## config.mk

```make
export PLATFORM = sky130hd
export DESIGN_NAME = cpu_boot_loader
export DESIGN_NICKNAME = d
export VERILOG_FILES = /design/src/rtl/cpu_boot_loader.sv
export SDC_FILE = /design/constraint.sdc
export NUM_CORES = 1
export LEC_CHECK = 0
export CAP_MARGIN = 20
export CORE_MARGIN = 8
export CORE_UTILIZATION = 25
export DETAILED_ROUTE_END_ITERATION = 10
export GPL_ROUTABILITY_DRIVEN = 0
export SLEW_MARGIN = 40
export SYNTH_ARGS = -nofsm -noshare
export SYNTH_HDL_FRONTEND = slang
export SYNTH_SLANG_ARGS = --single-unit
```

## constraint.sdc

```tcl
create_clock -name clk -period 3.6 [get_ports clk]
set_input_delay 0.72 -clock clk [delete_from_list [all_inputs] [get_ports clk]]
set_output_delay 0.72 -clock clk [all_outputs]
set_load 0.02 [all_outputs]
```

## src/rtl/cpu_boot_loader.sv

```systemverilog
// cpu_boot_loader: host-facing control stage for the multicycle CPU.
// Loads a program word stream into main memory, then runs, single-steps
// or halts the CPU by driving its reset and clock enable. While loading,
// the memory write port belongs to the host stream; otherwise the CPU owns it.
module cpu_boot_loader #(
    parameter logic [31:0] BASE_ADDR  = 32'h0,
    parameter int unsigned MAX_WORDS  = 256,
    parameter int unsigned MAX_CYCLES = 0
) (
    input  logic        clk,
    input  logic        rst,
    input  logic        host_start,
    input  logic [15:0] host_nwords,
    input  logic [31:0] host_wdata,
    input  logic        host_wvalid,
    output logic        host_wready,
    input  logic        host_run,
    input  logic        host_step,
    input  logic        host_halt,
    input  logic        cpu_wr_en,
    input  logic [31:0] cpu_mem_addr,
    input  logic [31:0] cpu_w_data,
    output logic        cpu_rst,
    output logic        cpu_clk_en,
    output logic        mem_wr_en,
    output logic [31:0] mem_addr,
    output logic [31:0] mem_w_data,
    output logic [15:0] load_count,
    output logic [31:0] cycle_count,
    output logic [2:0]  state_o,
    output logic        done
);

    localparam int unsigned CNT_W   = 16;
    localparam int unsigned CYC_W   = 32;
    localparam logic [CNT_W-1:0] MAX_W = CNT_W'(MAX_WORDS);
    localparam logic [CYC_W-1:0] MAX_C = CYC_W'(MAX_CYCLES);
    localparam logic [CYC_W-1:0] CYC_SAT = {CYC_W{1'b1}};

    typedef enum logic [2:0] {
        S_IDLE  = 3'd0,
        S_LOAD  = 3'd1,
        S_READY = 3'd2,
        S_RUN   = 3'd3,
        S_STEP  = 3'd4,
        S_DONE  = 3'd5
    } state_t;

    state_t           state;
    state_t           state_n;
    logic [CNT_W-1:0] load_count_n;
    logic [CYC_W-1:0] cycle_count_n;
    logic [CNT_W-1:0] nwords_q;
    logic [CNT_W-1:0] nwords_n;
    logic [CNT_W-1:0] nwords_clamped;
    logic [CNT_W-1:0] load_inc;
    logic [CYC_W-1:0] cycle_inc;
    logic             limit_hit;
    logic             beat;

    assign beat           = host_wvalid & host_wready;
    assign nwords_clamped = (host_nwords > MAX_W) ? MAX_W : host_nwords;
    assign load_inc       = CNT_W'(load_count + CNT_W'(1));
    assign cycle_inc      = (cycle_count == CYC_SAT) ? cycle_count
                                                     : CYC_W'(cycle_count + CYC_W'(1));
    assign limit_hit      = (MAX_C != '0) && (cycle_inc == MAX_C);
    assign state_o        = state;

    // Next-state and counter updates; host_start overrides everything.
    always_comb begin
        state_n       = state;
        load_count_n  = load_count;
        cycle_count_n = cycle_count;
        nwords_n      = nwords_q;
        if (host_start) begin
            load_count_n  = '0;
            cycle_count_n = '0;
            nwords_n      = nwords_clamped;
            state_n       = (nwords_clamped != '0) ? S_LOAD : S_READY;
        end else begin
            case (state)
                S_IDLE: ;
                S_LOAD: begin
                    if (beat) begin
                        load_count_n = load_inc;
                        if (load_inc == nwords_q) state_n = S_READY;
                    end
                end
                S_READY: begin
                    if (host_halt)      state_n = S_READY;
                    else if (host_run)  state_n = S_RUN;
                    else if (host_step) state_n = S_STEP;
                end
                S_RUN: begin
                    cycle_count_n = cycle_inc;
                    if (limit_hit)      state_n = S_DONE;
                    else if (host_halt) state_n = S_READY;
                end
                S_STEP: begin
                    cycle_count_n = cycle_inc;
                    state_n       = limit_hit ? S_DONE : S_READY;
                end
                S_DONE: ;
                default: state_n = S_IDLE;
            endcase
        end
    end

    // State, counters and state-decoded control outputs.
    always_ff @(posedge clk or posedge rst) begin
        if (rst) begin
            state       <= S_IDLE;
            load_count  <= '0;
            cycle_count <= '0;
            nwords_q    <= '0;
            cpu_rst     <= 1'b1;
            cpu_clk_en  <= 1'b0;
            host_wready <= 1'b0;
            done        <= 1'b0;
        end else begin
            state       <= state_n;
            load_count  <= load_count_n;
            cycle_count <= cycle_count_n;
            nwords_q    <= nwords_n;
            cpu_rst     <= (state_n == S_IDLE) || (state_n == S_LOAD);
            cpu_clk_en  <= (state_n == S_RUN) || (state_n == S_STEP);
            host_wready <= (state_n == S_LOAD);
            done        <= (state_n == S_DONE);
        end
    end

    // Memory write-port mux: host stream while loading, CPU otherwise.
    always_comb begin
        mem_wr_en  = cpu_wr_en;
        mem_addr   = cpu_mem_addr;
        mem_w_data = cpu_w_data;
        if (state == S_LOAD) begin
            mem_wr_en  = beat;
            mem_addr   = BASE_ADDR + 32'({load_count, 2'b00});
            mem_w_data = host_wdata;
        end
    end

endmodule
```

# After elaboration in Yosys (flattened, before gate mapping)
# Cells that the tools add are included.
dict set report totals {
  out_inout_bits 120
  in_bits 120
  regBits 71
}
dict set report classes {
  eq_ne 12
  magnitude_cmp 1
  n_addsub 2
  reduce_logical 12
  n_mux 19
  bitwise 1
}
# cell n
set ops {}
lappend ops {{$mux 32} 5}
lappend ops {{$mux 16} 4}
lappend ops {{$add 32x1->32 const B} 1}
lappend ops {{$eq 32x32->1 const B} 1}
lappend ops {{$mux 3} 7}
lappend ops {{$add 16x1->16 const B} 1}
lappend ops {{$eq 16x16->1} 1}
lappend ops {{$gt 16x9->1 const B} 1}
lappend ops {{$reduce_bool 16->1} 1}
lappend ops {{$pmux 3 s5} 1}
lappend ops {{$eq 3x3->1 const B} 4}
lappend ops {{$eq 3x2->1 const B} 3}
lappend ops {{$eq 3x1->1 const B} 2}
lappend ops {{$logic_not 3->1} 2}
lappend ops {{$reduce_bool 2->1} 3}
lappend ops {{$reduce_and 2->1} 2}
lappend ops {{$reduce_or 2->1} 2}
lappend ops {{$logic_or 1x1->1} 2}
lappend ops {{$mux 2} 1}
lappend ops {{$ne 2x2->1 const B} 1}
lappend ops {{$and 1x1->1} 1}
lappend ops {{$mux 1} 1}

# Longest topological paths before layout
# Gate-level depths: netlist of run 1.
dict set report depth {
  word_depth 8
  ltp_mapped 9
  mapped_depth_nobuf 8
}

# Worst setup path before layout of run 1
# Ideal clock, no wire load.
dict set report synth_path {
  path_kind {reg-to-output}
  from {reg state[0] (netlist: state_o[0])}
  to {out mem_addr[10]}
  slack_ns 0.929
  t_arrival_ns 1.951
  path_stages_with_launch 5
  required_ns 2.880
  path_cell_list {dfrtp_1 -> nor3b_2 -> clkbuf_1 -> clkbuf_1 -> mux2_2}
}
dict set report synth_via {
  elab_chain_cells 2
}
# element line_no
set synth_rtl {}
lappend synth_rtl {{start, declared} 49} ;# state_t state;
lappend synth_rtl {{start signal, assigned} 121} ;# state <= state_n;
lappend synth_rtl {{$eq 3x1->1} 137} ;# if (state == S_LOAD) begin
lappend synth_rtl {{$mux 32} 137}
lappend synth_rtl {{end, declared} 26} ;# output logic [31:0] mem_addr,
# Every way passes these cells.

# Worst setup path after layout of run 1
dict set report layout_path {
  from {reg state[0] (netlist: state_o[0])}
  to {out mem_w_data[24]}
}
dict set report layout_via {
  elab_chain_cells 2
}
# element line_no
set layout_rtl {}
lappend layout_rtl {{$eq 3x1->1} 137}
lappend layout_rtl {{$mux 32} 137}
lappend layout_rtl {{end, declared} 27} ;# output logic [31:0] mem_w_data,
# Every way passes these cells.

==> results.yml, run 1 <==
setup_path:
  crit_fanout: 66
  critPathSlowestCell: "clkdlybuf4s50_1"
  startpoint: "state_o[0]"
  r2r_start: "load_count[0]"
  critical_path_class: "reg2out"
  path_cells: "nor3b_4, buf_12, mux2_2, clkdlybuf4s50_1"
  crit_path_end_kind: "output pin"
  cp_slowest_stage_delay_ns: 0.55
  crit_buf_inv: 2
  required_ns: 2.88
  cp-start-kind: "register"
  crit_arrival_ns: 2.47
  r2r_cells: 8
  crit_family: "buffers and inverters"
  path_depth: 4
global_route:
  grt_pass1_vias: 4718
  grt_start_max_net_pins: 72
  antenna_found_initial: 0
  grt_pass1_wl_um: 26600
  grt-ovfl-total: 0
  grt_usage_pct: 14.1
clock_network:
  cts_buffers: 9
  clock_path_buffers: 2
  clk_pin_slew_ns: 0.05
  clockRootBuffer: "clkbuf_16"
  h-tree-depth: 3
  post_cts_resized: 0
  cts_tree: "yes"
  postCtsSetupRepairBufs: 0
  ctsHoldBuffers: 0
  clk_latency_ns: 0.33
  cts_sinks: 71
pwr:
  p_seq_share_pct: 40.5
  p_int_uw: 1540
  power.total_uw: 1990
  clockPowerShare_pct: 44.5
  p_sw_uw: 450
  p_sw_share_pct: 22.6
  p_leak_uw: 0.00295
  power_density_mw_per_mm2: 265
  ir_worst_vdd_mv: 0.210
  share_comb_of_total_power_pct: 15.0
sta:
  timing.fmax_mhz: 313
  rsz0062_at_grt: "no"
  period_share_pct: 88.7
  final-hold-violation-count: 0
  slew_violations: 0
  slew_headroom_pct: 53.5
  min_period_ns: 3.19
  worstMarginPinSlew_ns: 0.697
  setup_viol: 0
  fin_skew_ns: 0.00693
  fin_ws_ns: 0.407
  fin_setup_tns_ns: 0
placement:
  hpwl_um: 13000
  dp_worst_setup_slack_ns: 0.691
  io_buffer_count: 239
die:
  initial_utilization_pct: 25.6
  die_w_um: 152
  die_h_um: 152
  core_area_mm2: 0.0180
  dieArea_mm2: 0.0231
  fp-row-count: 49
  ioPinCount: 240
detailed_routing:
  antenna_left: 0
  drt-total-wl_um: 16600
  drt-initial-drc-count: 160
  num_vias: 4454
  first_pass_iters: 4
  vias_per_cell: 4.68
  wl_per_cell_um: 17.4
  drc_errors: 0
worst_hold_path:
  hold_class: "reg2reg"
  hold_depth: 1
  min-delay-start: "nwords_q[15]"
synthesis:
  ys_warn_count: 0
  syn_nets: 609
  synth_seq_cells: 71
  syn_area_mm2: 0.00462
  avgSynthCellArea_um2: 9.48
  ys_types: 56
  synth-edff-count: 0
  async_reset_ff_share_pct: 100
  syn-instance-count: 487
  ys_seq_area_share_pct: 38.5
  synthFlopType: "dfrtp_1"
layout:
  diodes: 0
  multi_input_area_mm2: 0.00264
  layout.cells.most_common: "clkdlybuf4s50_1"
  final_net_count: 839
  final_core_util_pct: 41.7
  drive_gt1_share_pct: 12.0
  area_growth_pct: 62.8
  final_cell_mix: "238 x clkdlybuf4s50_1, 70 x dfrtp_1, 49 x mux2_2, 39 x nor2_1, 30 x nand2_1"
  seq_area_mm2: 0.00178
  nFillCells: 1751
run:
  maxCapViolations: 0
outcome:
  status: "finished, final reports clean"
-- kinds of logic (layout without fill, tap and decap cells) --
family	count (synthesis)	count (layout)	synth area share [%]
muxes	54	54	13.0
and+or+nand+nor	201	201	25.2
DFF	71	71	38.5
buffers and inverters	45	280	4.47
xor gates and xnor gates	50	50	9.49
AOI/OAI and AO/OA	64	64	8.78
adders and majority gates	2	2	0.542
-- power by group through the flow --
stage	registers [uW]	clock network, uW	logic, uW
2_1_floorplan	822	0	98.4
3_3_place_gp	821	0	297
3_5_place_dp	822	0	302
4_1_cts	807	915	303
5_1_grt	807	952	320
6_report	807	886	298
-- routing by layer --
| layer | track usage, % | wire length, um | vias up |
|---|---|---|---|
| li1 | - | - | 2191 |
| met1 | 17.2 | 7190 | 2104 |
| met2 | 23.7 | 8150 | 138 |
| met3 | 3.90 | 946 | 21 |
| met4 | 4.10 | 286 | 0 |
| met5 | 0 | 0 | - |
-- flip-flops by register name, summed over array words and instances (netlist names) --
signal       flops
host_wready      1
load_count      16
cpu_clk_en       1
done             1
state_o          3
nwords_q        16
cpu_rst          1
cycle_count     32
-- synth_stat cells, types with 4 or more instances --
library cell / n / area share, %
mux2i_1: 5 / 1.1
xnor2_1: 29 / 5.5
nand3_1: 16 / 1.7
mux2_2: 49 / 12
nand2_1: 30 / 2.4
xor2_1: 21 / 4.0
o21ai_0: 23 / 2.5
and4_1: 6 / 1.1
nor2_1: 39 / 3.2
nor2b_1: 27 / 3.7
inv_1: 21 / 1.7
a21oi_1: 18 / 2.0
nand4_1: 13 / 1.8
nor3b_1: 4 / 0.65
nor4_1: 9 / 1.2
or3_1: 16 / 2.2
buf_4: 4 / 0.65
nor3_1: 19 / 2.1
clkbuf_1: 14 / 1.1
dfrtp_1: 70 / 38
-- cell type report --
type / instances / share of cell area [%]
inverters: 21 / 1.05
clock buffers: 13 / 3.33
repair buffers: 243 / 32.5
well taps: 229 / 3.81
clock inverters: 3 / 0.566
flip-flops and latches: 71 / 23.7
multi-input cells: 371 / 35.1
-- path summary, 6_finish.rpt --
kind	to	slack [ns]
min in group asynchronous	cycle_count[25]	0.76
max in group asynchronous	cpu_rst	2.47
min	nwords_q[15]	0.52
min reg2reg	nwords_q[15]	0.52
max reg2reg	cpu_clk_en	0.68
max	mem_w_data[24]	0.41
-- metrics by stage --
step | instance area [um2] | hold slack, ns | std cells
finish | 7520 | 0.520 | 951
global placement | 7220 | 0.507 | 935
global route | 7520 | 0.546 | 951
detailed placement | 7220 | 0.508 | 935
floorplan | 4620 | 0.484 | 487
CTS | 7520 | 0.526 | 951
No activity file was read; power rests on OpenSTA's default activity.
==> run 2, diff against run 1 <==
--- a/config.mk
+++ b/config.mk
@@ -5,6 +5,7 @@
 export SDC_FILE = /design/constraint.sdc
 export NUM_CORES = 1
 export LEC_CHECK = 0
+export ABC_AREA = 1
 export CAP_MARGIN = 20
 export CORE_MARGIN = 8
 export CORE_UTILIZATION = 25
==> run 2 against run 1 <==
Compared with the run above:
- global-route usage is 1.6 points higher
- sequential cell count unchanged
- die area grew 9.7%
- largest cell class unchanged
- critical path depth rose by 3
- cell count up 37%
- combinational power grew 95%
- hold slack got worse by 0.047 ns
- sequential power grew 2%
==> results.yml, run 2 <==
synthesis:
  synth_seq_cells: 71
  syn-instance-count: 792
  synth_largest_area_cell: "dfrtp_1"
  synth_area_leaders: "dfrtp_1 34%, nand2_1 22%, inv_1 7.0%"
  ys_seq_area_share_pct: 34.8
  synthTopCellsByCount: "294 x nand2_1, 95 x inv_1, 70 x dfrtp_1, 57 x nand3_1, 55 x nor2_1"
  synthFlopType: "dfrtp_1"
  async_reset_ff_share_pct: 100
  syn_area_mm2: 0.00511
  ys_types: 37
  yosysTopAreaCellShare_pct: 34.2
  yosysMostFrequentCell: "nand2_1"
  syn_nets: 914
  avgSynthCellArea_um2: 6.46
  ys_warn_count: 0
  synth-edff-count: 0
clock_network:
  clk_latency_ns: 0.34
  cts_sinks: 71
  cts_tree: "yes"
  clk_pin_slew_ns: 0.06
  cts_buffers: 9
  h-tree-depth: 3
  ctsHoldBuffers: 0
  clock_path_buffers: 2
  post_cts_resized: 0
  clockRootBuffer: "clkbuf_16"
  postCtsSetupRepairBufs: 0
outcome:
  status: "finished, final reports clean"
sta:
  holdWs_ns: 0.474
  slew_violations: 0
  slew_headroom_pct: 58.9
  worstMarginPinSlew_ns: 0.615
  final-hold-violation-count: 0
  period_share_pct: 87.0
  fin_skew_ns: 0.00987
  setup_viol: 0
  rsz0062_at_grt: "no"
  fin_setup_tns_ns: 0
  min_period_ns: 3.13
  timing.fmax_mhz: 319
placement:
  io_buffer_count: 239
  placed_area_mm2: 0.00781
  hpwl_um: 16000
global_route:
  antenna_found_initial: 0
  grt_start_max_net_pins: 47
  grt-ovfl-total: 0
  grt_pass1_wl_um: 32300
  grt_pass1_vias: 5899
  grt_usage_pct: 15.7
detailed_routing:
  antenna_left: 0
  wl_per_cell_um: 15.4
  drt-initial-drc-count: 388
  vias_per_cell: 4.48
  first_pass_iters: 5
  drc_errors: 0
  drt-total-wl_um: 20000
  num_vias: 5834
layout:
  largest_register_ffs: 32
  final_cell_mix: "294 x nand2_1, 238 x clkdlybuf4s50_1, 94 x inv_1, 70 x dfrtp_1, 57 x nand3_1"
  reg_top3: "cycle_count x32, load_count x16, nwords_q x16"
  stdcell_area_mm2: 0.00818
  diodes: 0
  largest-register: "cycle_count"
  area_growth_pct: 60.0
  drive_gt1_share_pct: 5.33
  multi_input_area_mm2: 0.00284
  nFillCells: 2125
  seq_area_mm2: 0.00178
  layout.cells.most_common: "nand2_1"
  final_net_count: 1148
setup_path:
  crit_arrival_ns: 2.41
  required_ns: 2.88
  crit_fanout: 37
  rrSetupSlack_ns: 1.13
  crit_path_end_kind: "output pin"
  cp-start-kind: "register"
  critical_path_class: "reg2out"
pwr:
  p_leak_uw: 0.00348
  power_density_mw_per_mm2: 307
  ir_worst_vdd_mv: 0.220
die:
  ioPinCount: 240
  die_w_um: 159
  die_h_um: 159
  fp-row-count: 52
  dieArea_mm2: 0.0253
  initial_utilization_pct: 25.4
  core_area_mm2: 0.0202
worst_hold_path:
  hold_class: "reg2reg"
run:
  maxCapViolations: 0
-- run 2: cell types whose count changed after synthesis, moves of 27 or more --
cell	change
mux2_2	-49
inv_1	+74
o21ai_0	+29
nand2_1	+264
nand3_1	+41
nor2b_1	-27
-- run 2: cell type report --
cell class	count	area share (%)
clock buffer	11	2.97
clock inverter	5	1.58
inverter	100	4.62
multi-input combinational	595	34.7
sequential	71	21.7
tap	270	4.13
timing repair buffer	249	30.2
-- run 2: final timing paths --
| kind | start | to | cells after the start |
|---|---|---|---|
| max | state_o[0] | mem_wr_en | 7 |
| max in group asynchronous | rst | cycle_count[0] | 3 |
| max reg2reg | load_count[0] | host_wready | 16 |
| min | nwords_q[12] | nwords_q[12] | 2 |
| min in group asynchronous | rst | state_o[0] | 2 |
| min reg2reg | nwords_q[12] | nwords_q[12] | 2 |
-- run 2: power by group --
part           leakage, uW  internal [uW]  switching (uW)  total (uW)
clock             0.000180            767             345        1110
sequential        0.000975            808            11.7         820
combinational      0.00232            285             296         581
total              0.00348           1860             653        2510
-- run 2: critical path, cell delays in order (launching register included) --
cell,delay [ns]
dfrtp_1,0.42
nand2_1,0.12
nor2_2,0.05
inv_2,0.42
buf_4,0.31
nand2_1,0.07
nand2_1,0.07
clkdlybuf4s50_1,0.61
-- run 2: metrics by stage --
stage	total power (uW)	std cells	util, %	setup WS, ns
finish	2510	1301	40.6	0.467
global route	2620	1301	40.6	0.238
CTS	2550	1301	40.6	0.421
detailed placement	1420	1285	38.7	0.715
global placement	1420	1285	38.7	0.734
floorplan	1080	792	-	1.09
-- run 2: cells by family (layout without fill, tap and decap cells) --
logic type,Yosys count,count (layout),synth area share [%]
simple gates,483,483,40.7
buf+inv,126,365,9.69
compound gates,87,87,10.1
flops,71,71,34.8
xor+xnor,23,23,4.21
fa+ha+maj,2,2,0.489
-- run 2: per-layer routing --
layer	up-vias	routed length [um]	track usage, %
met5	-	0	0
met1	2588	8890	19.3
met2	208	9400	26.3
met3	29	1350	4.63
li1	3009	-	-
met4	0	394	4.46
==> run 3, diff against run 2 <==
--- a/config.mk
+++ b/config.mk
@@ -11,6 +11,7 @@
 export CORE_UTILIZATION = 25
 export DETAILED_ROUTE_END_ITERATION = 10
 export GPL_ROUTABILITY_DRIVEN = 0
+export REMOVE_ABC_BUFFERS = 1
 export SLEW_MARGIN = 40
 export SYNTH_ARGS = -nofsm -noshare
 export SYNTH_HDL_FRONTEND = slang
==> run 3 against run 2 <==
Compared with the run above:
- hold slack better by 0.015 ns
- clock power down 18%
- sequential share of layout area up 0.16 points
- global-route usage up 0.19 points
- cell count unchanged
- critical path type unchanged
- critical endpoint is now mem_w_data[7]
- highest routed layer is now met5
==> results.yml, run 3 (synthesis results as in run 2) <==
outcome:
  status: "finished, final reports clean"
detailed_routing:
  num_vias: 5961
  drc_errors: 0
  antenna_left: 0
  drt-total-wl_um: 20400
  drt-initial-drc-count: 461
  first_pass_iters: 4
  vias_per_cell: 4.58
  wl_per_cell_um: 15.7
setup_path:
  crit_fanout: 24
  cp-start-kind: "register"
  crit_arrival_ns: 2.38
  crit_path_end_kind: "output pin"
  required_ns: 2.88
  critical_path_class: "reg2out"
clock_network:
  ctsHoldBuffers: 0
  postCtsSetupRepairBufs: 0
  clk_latency_ns: 0.34
  cts_buffers: 9
  clockRootBuffer: "clkbuf_16"
  cts_tree: "yes"
  clock_path_buffers: 2
  clk_pin_slew_ns: 0.06
  h-tree-depth: 3
  cts_sinks: 71
  post_cts_resized: 0
global_route:
  grt_pass1_wl_um: 32700
  grt-ovfl-total: 0
  grt_pass1_vias: 5891
  antenna_found_initial: 1
  grt_usage_pct: 15.9
  grt_start_max_net_pins: 47
layout:
  multi_input_area_mm2: 0.00284
  largest_register_ffs: 32
  largest-register: "cycle_count"
  diodes: 0
  stdcell_area_mm2: 0.00812
  final_net_count: 1148
  drive_gt1_share_pct: 5.43
  layout.cells.most_common: "nand2_1"
  area_growth_pct: 58.8
  seq_area_mm2: 0.00178
  reg_top3: "cycle_count x32, load_count x16, nwords_q x16"
  final_cell_mix: "294 x nand2_1, 238 x clkdlybuf4s50_1, 94 x inv_1, 70 x dfrtp_1, 57 x nand3_1"
  nFillCells: 2095
die:
  dieArea_mm2: 0.0253
  die_h_um: 159
  core_area_mm2: 0.0202
  die_w_um: 159
  ioPinCount: 240
  fp-row-count: 52
  initial_utilization_pct: 25.4
sta:
  slew_headroom_pct: 58.4
  rsz0062_at_grt: "no"
  min_period_ns: 3.10
  timing.fmax_mhz: 323
  fin_skew_ns: 0.00749
  setup_viol: 0
  final-hold-violation-count: 0
  period_share_pct: 86.1
  worstMarginPinSlew_ns: 0.624
  fin_setup_tns_ns: 0
  slew_violations: 0
pwr:
  p_leak_uw: 0.00345
  ir_worst_vdd_mv: 0.215
  power_density_mw_per_mm2: 284
placement:
  placed_area_mm2: 0.00782
  io_buffer_count: 239
  hpwl_um: 16300
worst_hold_path:
  hold_class: "reg2reg"
run:
  maxCapViolations: 0
[run 3: changes by cell type in the layout (fill, tap and decap cells not counted), sizes merged]
| cell | delta |
|---|---|
| inv | -1 |
| clkbuf | -1 |
| clkinvlp | +2 |
| bufinv | -3 |
| clkinv | +3 |
[run 3: area by class of cell]
type                    instances  share of cell area (%)
well taps                     270                    4.16
flip-flops and latches         71                    21.9
repair buffers                249                    30.6
multi-input cells             595                    35.0
clock inverters                 6                   0.740
clock buffers                  10                    2.94
inverters                     100                    4.64
[run 3: path summary, 6_finish.rpt]
kind,from,to,slack (ns),depth (start not counted)
max,state_o[0],mem_w_data[7],0.50,7
max reg2reg,load_count[0],host_wready,1.24,16
max in group asynchronous,rst,cpu_rst,2.19,3
min in group asynchronous,rst,cycle_count[29],0.78,2
min reg2reg,nwords_q[12],nwords_q[12],0.49,2
min,nwords_q[12],nwords_q[12],0.49,2
[run 3: power by group]
| group | leakage (uW) | internal [uW] | switching [uW] |
|---|---|---|---|
| Combinational | 0.00233 | 286 | 294 |
| Sequential | 0.000975 | 808 | 11.7 |
| Clock | 0.000144 | 551 | 355 |
[run 3: critical path, cell delays in order (launching register included)]
cell and delay, ns:
dfrtp_1 0.43, nand2_1 0.12, nor2_2 0.05, inv_2 0.35, buf_4 0.31, nand2_1 0.07, nand2_1 0.06, clkdlybuf4s50_1 0.64
[run 3: layer usage]
metal,vias up,track usage (%),routed length (um)
met2,223,27.0,9660
met5,-,0,13
met3,28,4.99,1430
li1,3011,-,-
met4,2,3.82,330
met1,2697,19.3,9000
[run 3: per-stage QoR]
step	setup WS, ns	std cells	util (%)	total power (uW)	hold WS, ns
3_5_place_dp	0.704	1285	38.8	1420	0.472
5_1_grt	0.278	1301	40.3	2420	0.510
4_1_cts	0.429	1301	40.3	2340	0.487
6_report	0.500	1301	40.3	2310	0.489
3_3_place_gp	0.710	1285	38.8	1420	0.469
2_1_floorplan	0.324	766	-	1070	0.446
==> RTL change 1: new RTL, flow settings as in run 2 <==
Change the parameter `MAX_WORDS` from 256 to 128.
--- a/src/rtl/cpu_boot_loader.sv
+++ b/src/rtl/cpu_boot_loader.sv
@@ -4,7 +4,7 @@
 // the memory write port belongs to the host stream; otherwise the CPU owns it.
 module cpu_boot_loader #(
     parameter logic [31:0] BASE_ADDR  = 32'h0,
-    parameter int unsigned MAX_WORDS  = 256,
+    parameter int unsigned MAX_WORDS  = 128,
     parameter int unsigned MAX_CYCLES = 0
 ) (
     input  logic        clk,
Function: no difference found for any inputs over 10 cycles, from zero or initial values and one cycle with rst high; that may be too few to reach the edited logic, so the function may still have changed.
==> RTL change 1 against run 2 <==
  * Synthesized area shrank 5.3%
  * Clock skew shrank 3.5 ps
  * Maximum frequency grew 3.7%
  * Worst setup slack gained 110 ps
  * Cell count shrank 4.3%
  * Critical path type unchanged
  * Routed wire length shrank 5.0%
  * Register-to-register slack gained 30 ps
  * Hold slack gained 15 ps
  * Cell area shrank 3.9%
  * Largest power group unchanged
  * Clock power shrank 19%
  * Critical path depth is the same
  * Power shrank 10%
  * First-iteration DRC count shrank 20%
  * Sequential cell count is the same
==> RTL change 1: results (changes against run 2) <==
- Fillers: 1997 (was 2125)
- VDD IR max: 215 uV (was 220 uV)
- Clock power frac: 39.9% (was 44.3%)
- Seq pwr: 812 uW (was 820 uW)
- Detailed Place HPWL: 15.2 mm (was 16.0 mm)
- Worst R2R Setup Slack: 1160 ps (was 1130 ps)
- CP Data Arrival Time: 2300 ps (was 2410 ps)
- Reg area: 1780 um^2 (unchanged)
- Netlist cell types: 38 (was 37)
- Worst min-delay path endpoint: nwords_q[11] (was nwords_q[12])
- Max transition margin: 53.7% (was 58.9%)
- Gr usage total: 15.5% (was 15.7%)
- Xor/xnor share of the synthesized area: 1.55% (was 4.21%)
- Nets: 1097 (was 1148)
- Hold WS: 489 ps (was 474 ps)
- Synth Area in Compound Gates: 11.4% (was 10.1%)
- DP Worst Slack: 715 ps (about the same)
- Area contributors post-synth: dfrtp_1 36%, nand2_1 20%, inv_1 7.1% (was dfrtp_1 34%, nand2_1 22%, inv_1 7.0%)
- Power density over the cells: 287 nW/um^2 (was 307 nW/um^2)
- Critical Path Fanout Max: 16 (was 37)
- Number of global-route vias before repair: 5409 (was 5899)
- Mapped Nets: 860 (was 914)
- Via/cell ratio: 4.48 (about the same)
- Status: finished, final reports clean (unchanged)
- Initial drt markers: 309 (was 388)
- Hold_sp: nwords_q[11] (was nwords_q[12])
- Synth top cells by count: 264 x nand2_1, 92 x inv_1, 70 x dfrtp_1 (was 294 x nand2_1, 95 x inv_1, 70 x dfrtp_1)
- R2R Path End: cpu_clk_en (was host_wready)
- First drt pass iteration count: 4 (was 5)
- Post-Synth Adder-Cell Area: 0.517% (was 0.489%)
- WL final: 19.0 mm (was 20.0 mm)
- Max Clock Skew: 6.36 ps (was 9.87 ps)
- Switching power: 623 uW (was 653 uW)
- R2R depth: 17 (was 16)
- Share of layout cells above drive strength 1: 6.12% (was 5.33%)
- Sequential element share of the synthesized area: 36.7% (was 34.8%)
==> RTL change 1: cell types whose count changed after synthesis, moves of 8 or more <==
cell     change
a21oi_1     +23
nor3_1      -10
nand2_1     -30
xor2_1      -10
nand3_1      -9
o21ai_0      -8
o31ai_1     -15
==> RTL change 1: worst max-delay path, cell delays in order, from the launching register on <==
cell and delay [ps]:
dfrtp_1 430, nand2_1 120, nor2_2 50, inv_2 280, buf_4 290, nand2_1 70
nand2_1 110, clkdlybuf4s50_1 620
==> RTL change 1: layer usage <==
layer,part of all wire [%],global-route usage [%],vias up,wire length [um]
li1,-,-,2862,-
met1,44,19.2,2505,8410
met2,46,25.6,196,8820
met3,8.0,5.21,18,1530
met4,1.5,3.79,0,285
met5,0,0,-,0
==> RTL change 1: cells by family (layout without fill, tap and decap cells) <==
kind of cell / after synthesis / after routing
xor+xnor: 7 / 7
fa+ha+maj: 2 / 2
flops: 71 / 71
simple gates: 443 / 443
buf+inv: 115 / 357
compound gates: 100 / 100
==> RTL change 1: layout make-up <==
class,count,share of cell area (%)
inverter,96,4.60
clock inverter,5,0.732
clock buffer,11,3.09
timing repair buffer,245,31.3
tap,265,4.22
multi-input combinational,552,33.4
sequential,71,22.6
==> RTL change 1: worst max-delay path by stage <==
stage | end | from | depth (start not counted) | slack, ps
finish | mem_w_data[11] | state_o[0] | 7 | 580
global route | mem_addr[14] | state_o[0] | 7 | 400
CTS | mem_w_data[11] | state_o[0] | 7 | 540
detailed placement | mem_wr_en | host_wvalid | 6 | 710
global placement | mem_wr_en | host_wvalid | 6 | 700
floorplan | cpu_clk_en | rst | 1 | 1090
==> RTL change 1: stage by stage <==
stage               instances  power (mW)
floorplan                 738        1.05
global placement         1229        1.37
detailed placement       1229        1.38
CTS                      1245        2.29
global route             1245        2.36
finish                   1245        2.26
==> RTL change 2: new RTL, config.mk and constraints of run 2 <==
Without the edit above. Make the reset (`rst`) synchronous in one clocked block.
--- a/src/rtl/cpu_boot_loader.sv
+++ b/src/rtl/cpu_boot_loader.sv
@@ -107,7 +107,7 @@
     end
 
     // State, counters and state-decoded control outputs.
-    always_ff @(posedge clk or posedge rst) begin
+    always_ff @(posedge clk) begin
         if (rst) begin
             state       <= S_IDLE;
             load_count  <= '0;
Check against the original RTL: differs if rst is asserted again (counterexample within 4 cycles, from zero or initial values and one cycle with rst high); with rst held inactive, the same outputs for 10 cycles.
==> RTL change 2 against run 2 <==
  * Cell count is 2.2% lower
  * Count of clock-buffer cells in the layout is 1 higher
  * Routed wire length is 0.68% higher
  * Critical path type unchanged
  * Sequential cell count stayed put
  * Cell area is 7.0% lower
  * Synthesized area is 9.4% lower
  * Worst setup slack better by 150 ps
  * Largest power group unchanged
  * Power is 15% lower
==> RTL change 2: results (changes against run 2) <==
- Final Non-Filler Cells: 1272 (was 1301)
- Metal2 WL: 9.77 mm (was 9.40 mm)
- Max layer used: met5 (was met4)
- Drt wl/cell: 15.9 um (was 15.4 um)
- Routed metal-1 wirelength: 8.33 mm (was 8.89 mm)
- Post-Synth Adder-Cell Area: 0.540% (was 0.489%)
- Inverters, non-clock: 106 (was 100)
- Met2 Use GR: 29.6% (was 26.3%)
- Xor/xnor share of the synthesized area: 3.32% (was 4.21%)
- R2R depth: 19 (was 16)
- Share of layout cells above drive strength 1: 4.15% (was 5.33%)
- Met3 Wirelength: 1.66 mm (was 1.35 mm)
- Antenna violations before repair: 4 (was 0)
- Met1 Track Usage GR: 18.6% (was 19.3%)
- Status: finished, final reports clean (unchanged)
- Final core utilization: 41.2% (was 40.6%)
- Ant. Diodes: 1 (was 0)
- CP Data Arrival Time: 2270 ps (was 2410 ps)
- Multi-input gates: 598 (was 595)
- Initial drt markers: 327 (was 388)
- Internal: 1.57 mW (was 1.86 mW)
- Critical Path Fanout Max: 81 (was 37)
- Via/cell ratio: 4.62 (was 4.48)
- Reg area: 1420 um^2 (was 1780 um^2)
- First-pass GRT wire length: 30.9 mm (was 32.3 mm)
- P_leak: 3.07 nW (was 3.48 nW)
- Nets: 1155 (was 1148)
- Post-synth ARST share: 0% (was 100%)
- Mapped Cells: 797 (was 792)
[RTL change 2: changes by cell type after synthesis, moves of 6 or more]
cell	run 2	this run
nand3_1	57	46
dfrtp_1	70	0
inv_1	95	104
nor2_1	55	77
nand2_1	294	284
o31ai_1	19	0
dfxtp_1	0	71
a21oi_1	5	39
xnor2_1	8	2
[RTL change 2: path summary, 6_finish.rpt]
check                startpoint  slack [ps]            to
setup / recovery     state_o[0]         610   mem_addr[9]
hold / removal     nwords_q[10]         450  nwords_q[10]
setup reg to reg  load_count[1]        1080    cpu_clk_en
hold reg to reg    nwords_q[10]         450  nwords_q[10]
[RTL change 2: power by group through the flow]
| stage | Clock [mW] | Sequential [mW] | Combinational, mW |
|---|---|---|---|
| global route | 0.907 | 0.797 | 0.524 |
| detailed placement | 0 | 0.814 | 0.493 |
| CTS | 0.869 | 0.797 | 0.495 |
| global placement | 0 | 0.815 | 0.491 |
| floorplan | 0 | 0.817 | 0.186 |
| finish | 0.848 | 0.797 | 0.489 |
